<file path="config.mk">
export PLATFORM = sky130hd
export DESIGN_NAME = radix4_input_gather
export DESIGN_NICKNAME = d
export VERILOG_FILES = /design/src/rtl/radix4_input_gather.sv
export SDC_FILE = /design/constraint.sdc
export NUM_CORES = 1
export LEC_CHECK = 0
export CAP_MARGIN = 15
export CORE_AREA = 2 2 115 89
export CTS_CLUSTER_DIAMETER = 60
export DETAILED_ROUTE_END_ITERATION = 6
export DIE_AREA = 0 0 117 91
export PLACE_DENSITY = 0.91
export SLEW_MARGIN = 10
export SYNTH_ARGS = -nofsm -noshare
export SYNTH_HDL_FRONTEND = slang
export SYNTH_SLANG_ARGS = --single-unit
</file>
<file path="constraint.sdc">
create_clock -name clk -period 2.5 [get_ports clk]
set_input_delay 0.25 -clock clk [delete_from_list [all_inputs] [get_ports clk]]
set_output_delay 0.25 -clock clk [all_outputs]
set_load 0.005 [all_outputs]
</file>
<file path="src/rtl/radix4_input_gather.sv">
// Radix-4 input gather: packs four streamed coefficients into one butterfly group with twiddle address.
// Build macro GATHER_REDUCE_EN enables a conditional subtract of Q on every accepted coefficient.
module radix4_input_gather #(
  parameter int width    = 16,
  parameter int N_GROUPS = 64,
  parameter int GRP_W    = 6,
  parameter int Q        = 3329
) (
  input  logic             clk,
  input  logic             rst_n,
  input  logic             in_valid,
  output logic             in_ready,
  input  logic [width-1:0] in_data,
  input  logic             in_select,
  input  logic             clear,
  output logic             out_valid,
  input  logic             out_ready,
  output logic [width-1:0] out_1,
  output logic [width-1:0] out_2,
  output logic [width-1:0] out_3,
  output logic [width-1:0] out_4,
  output logic [GRP_W-1:0] tw_addr,
  output logic             out_select,
  output logic             out_last
);

  localparam logic [GRP_W-1:0] LAST_GRP = GRP_W'(N_GROUPS - 1);

  logic [1:0]       cnt_r;
  logic [GRP_W-1:0] grp_r;
  logic [width-1:0] slot0_r;
  logic [width-1:0] slot1_r;
  logic [width-1:0] slot2_r;
  logic             mode_r;

  logic [width-1:0] data_s;
  logic             in_fire_s;
  logic             out_fire_s;
  logic             load_s;
  logic             grp_last_s;

`ifdef GATHER_REDUCE_EN
  function automatic logic [width-1:0] cond_sub_q(input logic [width-1:0] d);
    logic [width:0] q_ext;
    q_ext = (width + 1)'(Q);
    if ({1'b0, d} >= q_ext) begin
      cond_sub_q = d - q_ext[width-1:0];
    end else begin
      cond_sub_q = d;
    end
  endfunction

  assign data_s = cond_sub_q(in_data);
`else
  logic unused_q_s;
  assign unused_q_s = (Q > 0);
  assign data_s     = in_data;
`endif

  assign in_fire_s  = in_valid && in_ready;
  assign out_fire_s = out_valid && out_ready;
  assign load_s     = in_fire_s && (cnt_r == 2'd3);
  assign grp_last_s = (grp_r == LAST_GRP);

  // Input acceptance: the 4th coefficient may only enter when the output register is free or draining.
  always_comb begin
    in_ready = 1'b0;
    if (clear) begin
      in_ready = 1'b0;
    end else if (cnt_r != 2'd3) begin
      in_ready = 1'b1;
    end else begin
      in_ready = !out_valid || out_ready;
    end
  end

  // Slot/group counters and output valid; clear flushes the frame and drops any pending group.
  always_ff @(posedge clk or negedge rst_n) begin
    if (!rst_n) begin
      cnt_r     <= 2'd0;
      grp_r     <= '0;
      out_valid <= 1'b0;
    end else if (clear) begin
      cnt_r     <= 2'd0;
      grp_r     <= '0;
      out_valid <= 1'b0;
    end else begin
      if (load_s) begin
        cnt_r     <= 2'd0;
        grp_r     <= grp_last_s ? '0 : grp_r + GRP_W'(1);
        out_valid <= 1'b1;
      end else begin
        cnt_r     <= in_fire_s ? cnt_r + 2'd1 : cnt_r;
        grp_r     <= grp_r;
        out_valid <= out_fire_s ? 1'b0 : out_valid;
      end
    end
  end

  // Slot and output data path; these registers are deliberately left untouched by clear.
  always_ff @(posedge clk or negedge rst_n) begin
    if (!rst_n) begin
      slot0_r    <= '0;
      slot1_r    <= '0;
      slot2_r    <= '0;
      mode_r     <= 1'b0;
      out_1      <= '0;
      out_2      <= '0;
      out_3      <= '0;
      out_4      <= '0;
      tw_addr    <= '0;
      out_select <= 1'b0;
      out_last   <= 1'b0;
    end else if (in_fire_s) begin
      case (cnt_r)
        2'd0: begin
          slot0_r <= data_s;
          // Mode is captured only on the first coefficient of a frame.
          mode_r  <= (grp_r == '0) ? in_select : mode_r;
        end
        2'd1: slot1_r <= data_s;
        2'd2: slot2_r <= data_s;
        2'd3: begin
          out_1      <= slot0_r;
          out_2      <= slot1_r;
          out_3      <= slot2_r;
          out_4      <= data_s;
          tw_addr    <= grp_r;
          out_last   <= grp_last_s;
          out_select <= mode_r;
        end
        default: slot0_r <= slot0_r;
      endcase
    end else begin
      mode_r <= mode_r;
    end
  end

endmodule

</file>
# [After elaboration in Yosys (flattened, before gate mapping)]
# Index checks and enable logic that the tools add are counted.
[word_totals] reg_bits=130 input_bits=22 out_inout_bits=74 word_cells=47
[op_classes] addsub=2 n_eq_ne=5 muxes=11 reduce_logical=15
[ops] operator="6-bit 2-to-1 mux" count=3
[ops] operator="2-bit AND reduction" count=4
[ops] operator="6-bit by 1-bit adder with 6-bit output, second input constant" count=1
[ops] operator="6-bit == test, second input constant" count=1
[ops] operator="6-bit logical NOT" count=1
[ops] operator="2-bit 2-to-1 mux" count=3
[ops] operator="3-bit nonzero test" count=2
[ops] operator="1-bit 2-to-1 mux" count=5
[ops] operator="2-bit == test, second input constant" count=2
[ops] operator="1-bit logical AND" count=3
[ops] operator="3-bit AND reduction" count=1
[ops] operator="2-bit by 1-bit adder with 2-bit output, second input constant" count=1
[ops] operator="2-bit by 1-bit == test with 1-bit output, second input constant" count=1
[ops] operator="2-bit logical NOT" count=1
[ops] operator="2-bit inequality test, second input constant" count=1
[ops] operator="2-bit nonzero test" count=1
[ops] operator="1-bit logical NOT" count=1
[ops] operator="1-bit logical OR" count=1

# [Depth between registers and ports, before layout]
[depth] word_depth=8 ltp_mapped=6 mapped_depth_nobuf=5

# [Worst setup path after synthesis]
# Ideal clock, no wire load.
[synth_path] kind="register to register" from="register cnt_r[0]" to="register slot1_r[10]" setup_time_ns=0.125 arrival_ns=1.590 t_required_ns=2.375 slack_ns=0.785 path_stages_with_launch=7 n_path_buf=2 synth_period_minus_slack_ns=1.715 path_cell_list="dfrtp_1 ha_1 nand3b_2 and3_1 buf_2 buf_6 mux2_4"
[synth_via] elab_chain_len=5 word_cells_on_any_way=6 cone_classes="2 x eq/ne; 2 x mux; 2 x reduce/logical"
[synth_lines] element="start, declared" line_no="29" source="logic [1:0] cnt_r;"
[synth_lines] element="start signal, assigned" line_no="93" source="cnt_r <= in_fire_s ? cnt_r + 2'd1 : cnt_r;"
[synth_lines] element="2-bit inequality test" line_no="70" source="end else if (cnt_r != 2'd3) begin"
[synth_lines] element="1-bit 2-to-1 mux" line_no="70"
[synth_lines] element="1-bit 2-to-1 mux" line_no="68" source="if (clear) begin"
[synth_lines] element="1-bit logical AND" line_no="60" source="assign in_fire_s = in_valid && in_ready;"
[synth_lines] element="2-bit AND reduction (no source line) *"
[synth_lines] element="end signal, assigned" line_no="121" source="2'd1: slot1_r <= data_s;"
[synth_lines] element="end, declared" line_no="32" source="logic [width-1:0] slot1_r;"
# Every way passes the cells marked *; elsewhere a longest branch is shown, timed or not.
# A chain may end at the register's enable or synchronous reset.

# [Final worst setup path]
[layout_path] from="register cnt_r[0]" to="output port in_ready"
[layout_via] elab_chain_len=3
[layout_lines] element="2-bit inequality test" line_no="70"
[layout_lines] element="1-bit 2-to-1 mux" line_no="70"
[layout_lines] element="1-bit 2-to-1 mux" line_no="68"
[layout_lines] element="end, declared" line_no="12" source="output logic in_ready,"
# No other way between the ends.

==> summary.txt <==
status -> completed
Max VDD drop -> 451 uV
Sinks on Clock Net -> 130
DIE AREA -> 10600 um^2
First-pass DRT Iterations -> 6
first-pass GRT wire length -> 21000 um
Worst Max-Slew Pin Slew -> 0.691 ns
clock period minus worst slack -> 2.25 ns
synth warn -> 0
Worst slew margin -> 54.0%
Layout area overhead -> 33.0%
reg2reg start -> cnt_r[0]$_DFFE_PN0P_
ANT nets after route -> 0
sequential share of the synthesized area -> 62.7%
largest net degree at the start of global routing -> 57
Setup CP Type -> reg -> out
top cells by count, synth -> 215 x nand2_1, 130 x dfrtp_1, 30 x mux2_4
synth unique cells -> 30
Synth top area share -> 62.7%
IO buf count -> 95
vias post-DR -> 3776
layout cell share with drive strength beyond 1 -> 14.1%
H-Tree Depth -> 4
All-Layer GR Usage -> 26.0%
final hold violations -> 0
ys async rst share -> 100%
Startpoint Class -> flop
clk_skew -> 0.00987 ns
total setup buffers inserted after CTS -> 0
Resized Gates After CTS -> 0
worst reg2reg endpoint -> slot1_r[0]$_DFFE_PN0P_
drt via density -> 5.24
vias in the first global route -> 4036
leading area contributor after synthesis -> dfrtp_1
Clock Power Share -> 41.0%
Chip Width -> 117 um
Avg Cell Area, Syn -> 11.1 um^2
DP Worst Slack -> 0.551 ns
worst-skew pair later-pin latency -> 0.40 ns
antenna violations before repair -> 0
WP data arrival -> 2.00 ns
Hold Slack -> 0.438 ns
Logic pwr share -> 14.3%
syn_nets -> 495
Post-Synthesis Cells -> 467
cell-internal power -> 4500 uW
hpwl dp -> 7960 um
DRC Markers -> 0
Yosys reg bits -> 130
Filler cells -> 607
final worst-path cycle share -> 89.9%
Layout Nets -> 603
WP data required -> 2.25 ns
core area -> 9500 um^2
pwr dens -> 868 nW/um^2
worst min path class -> in -> async
worst reg2reg path depth -> 5
TritonCTS buffer count -> 17
DR iter-0 viols -> 320
P_sw -> 1490 uW
cell with the most instances after synthesis -> nand2_1
worst-path fanout max -> 6
setup ws final -> 0.254 ns
EDFF count, synth -> 0
I/O pins -> 96
Leak -> 0.00343 uW
Max Freq -> 445 MHz
Hold Buf Count CTS -> 1
DIE HEIGHT -> 91 um
GPL Wtd Cong -> 0.834
Placement Rows -> 31
Post-Syn Area -> 5190 um^2
# setup viols final -> 0
number of diodes -> 0
Main synth FF type -> dfrtp_1
RSZ-0062 raised after global routing -> false
Setup Total Neg Slack -> 0 ns
max-slew violations -> 0
Reg clk slew, reported paths -> 0.06 ns
total wire length -> 12800 um
grt total ovfl -> 0
CTS tree -> done
Clock Tree Buf Depth -> 2
R2R Setup Slk -> 0.62 ns
CTS root buffer -> clkbuf_16
max cap viols -> 0
initial core utilization -> 54.6%
largest cells by area after synthesis -> dfrtp_1 63%, nand2_1 16%, mux2_4 8.7%, mux2_1 4.1%, ha_1 1.4%
Net Sw Frac -> 24.9%
drt wl/cell -> 17.8 um
sequential power share -> 44.8%
CP endpoint kind -> output port
[how the worst max path moves through the flow]
stage | startpoint | end | cells past startpoint
after floorplan | cnt_r[0]$_DFFE_PN0P_ | slot1_r[10]$_DFFE_PN0P_ | 6
after global placement | in_valid | slot1_r[15]$_DFFE_PN0P_ | 5
after detailed placement | in_valid | slot1_r[15]$_DFFE_PN0P_ | 5
after CTS | cnt_r[0]$_DFFE_PN0P_ | in_ready | 4
after global routing | cnt_r[0]$_DFFE_PN0P_ | in_ready | 4
final | cnt_r[0]$_DFFE_PN0P_ | in_ready | 4
[critical path, stage by stage, from the launching register on]
cell and delay, ns:
dfrtp_1 0.42, ha_1 0.30, nand3b_2 0.17, nor2b_1 0.17
clkdlybuf4s50_1 0.54
[placed cells by master (no fill, tap or decap), drive strengths merged]
master	instances
a21oi	3
a22oi	1
and2	2
and2b	1
and3	4
buf	17
bufinv	2
clkbuf	18
clkdlybuf4s50	94
clkinv	5
clkinvlp	3
dfrtp	130
dlygate4sd3	1
ha	6
inv	8
mux2	49
nand2	215
nand2b	1
nand3	6
nand3b	2
nand4	3
nor2	4
nor2b	1
nor4	1
o21ai	4
o311ai	1
o31ai	3
or4	1
xor2	2
[stage by stage]
step / std cells / area (um^2) / total power (uW) / utilization, %
after floorplan: 467 / 5190 / 3040 / -
after CTS: 720 / 6900 / 6020 / 72.7
final: 720 / 6900 / 5990 / 72.7
after detailed placement: 687 / 6300 / 3530 / 66.3
after global routing: 720 / 6900 / 6230 / 72.7
after global placement: 687 / 6300 / 3480 / 66.3
[cells by family after synthesis]
| logic type | after synthesis | share of synthesized area, % |
|---|---|---|
| and+or+nand+nor | 241 | 18.6 |
| DFF | 130 | 62.7 |
| muxes | 49 | 12.8 |
| buffers and inverters | 27 | 2.70 |
| AOI/OAI and AO/OA | 12 | 1.42 |
| adders and majority gates | 6 | 1.45 |
| xor gates and xnor gates | 2 | 0.337 |
[routing by layer]
layer,up-vias,global-route usage (%),wire (um)
li1,1716,-,-
met1,1875,36.0,5630
met2,154,39.2,6120
met3,31,6.48,736
met4,0,11.3,341
met5,-,0,0
[sequential cells by signal, summed over array words and instances (netlist names)]
name and count:
out_3 16, out_select 1, out_4 16, mode_r 1, tw_addr 6, cnt_r 2
slot1_r 16, out_2 16, out_valid 1, slot0_r 16, out_last 1, slot2_r 16
out_1 16, grp_r 6
[power by group through the flow]
stage / Combinational [uW] / Sequential (uW) / Clock [uW]
3_3_place_gp: 799 / 2680 / 0
2_1_floorplan: 389 / 2650 / 0
4_1_cts: 865 / 2680 / 2480
6_report: 854 / 2680 / 2450
5_1_grt: 929 / 2720 / 2580
3_5_place_dp: 838 / 2690 / 0
[area by class of cell]
cell class / instances / area (um^2) / share of cell area [%]
Sequential cell: 130 / 3250 / 47.1
Inverter: 4 / 15.0 / 0.217
Multi-Input combinational cell: 310 / 1800 / 26.1
Clock inverter: 14 / 154 / 2.23
Tap cell: 132 / 165 / 2.39
Clock buffer: 18 / 439 / 6.36
Timing Repair Buffer: 112 / 1080 / 15.6
Note: power is estimated with default switching activity, not from simulation.
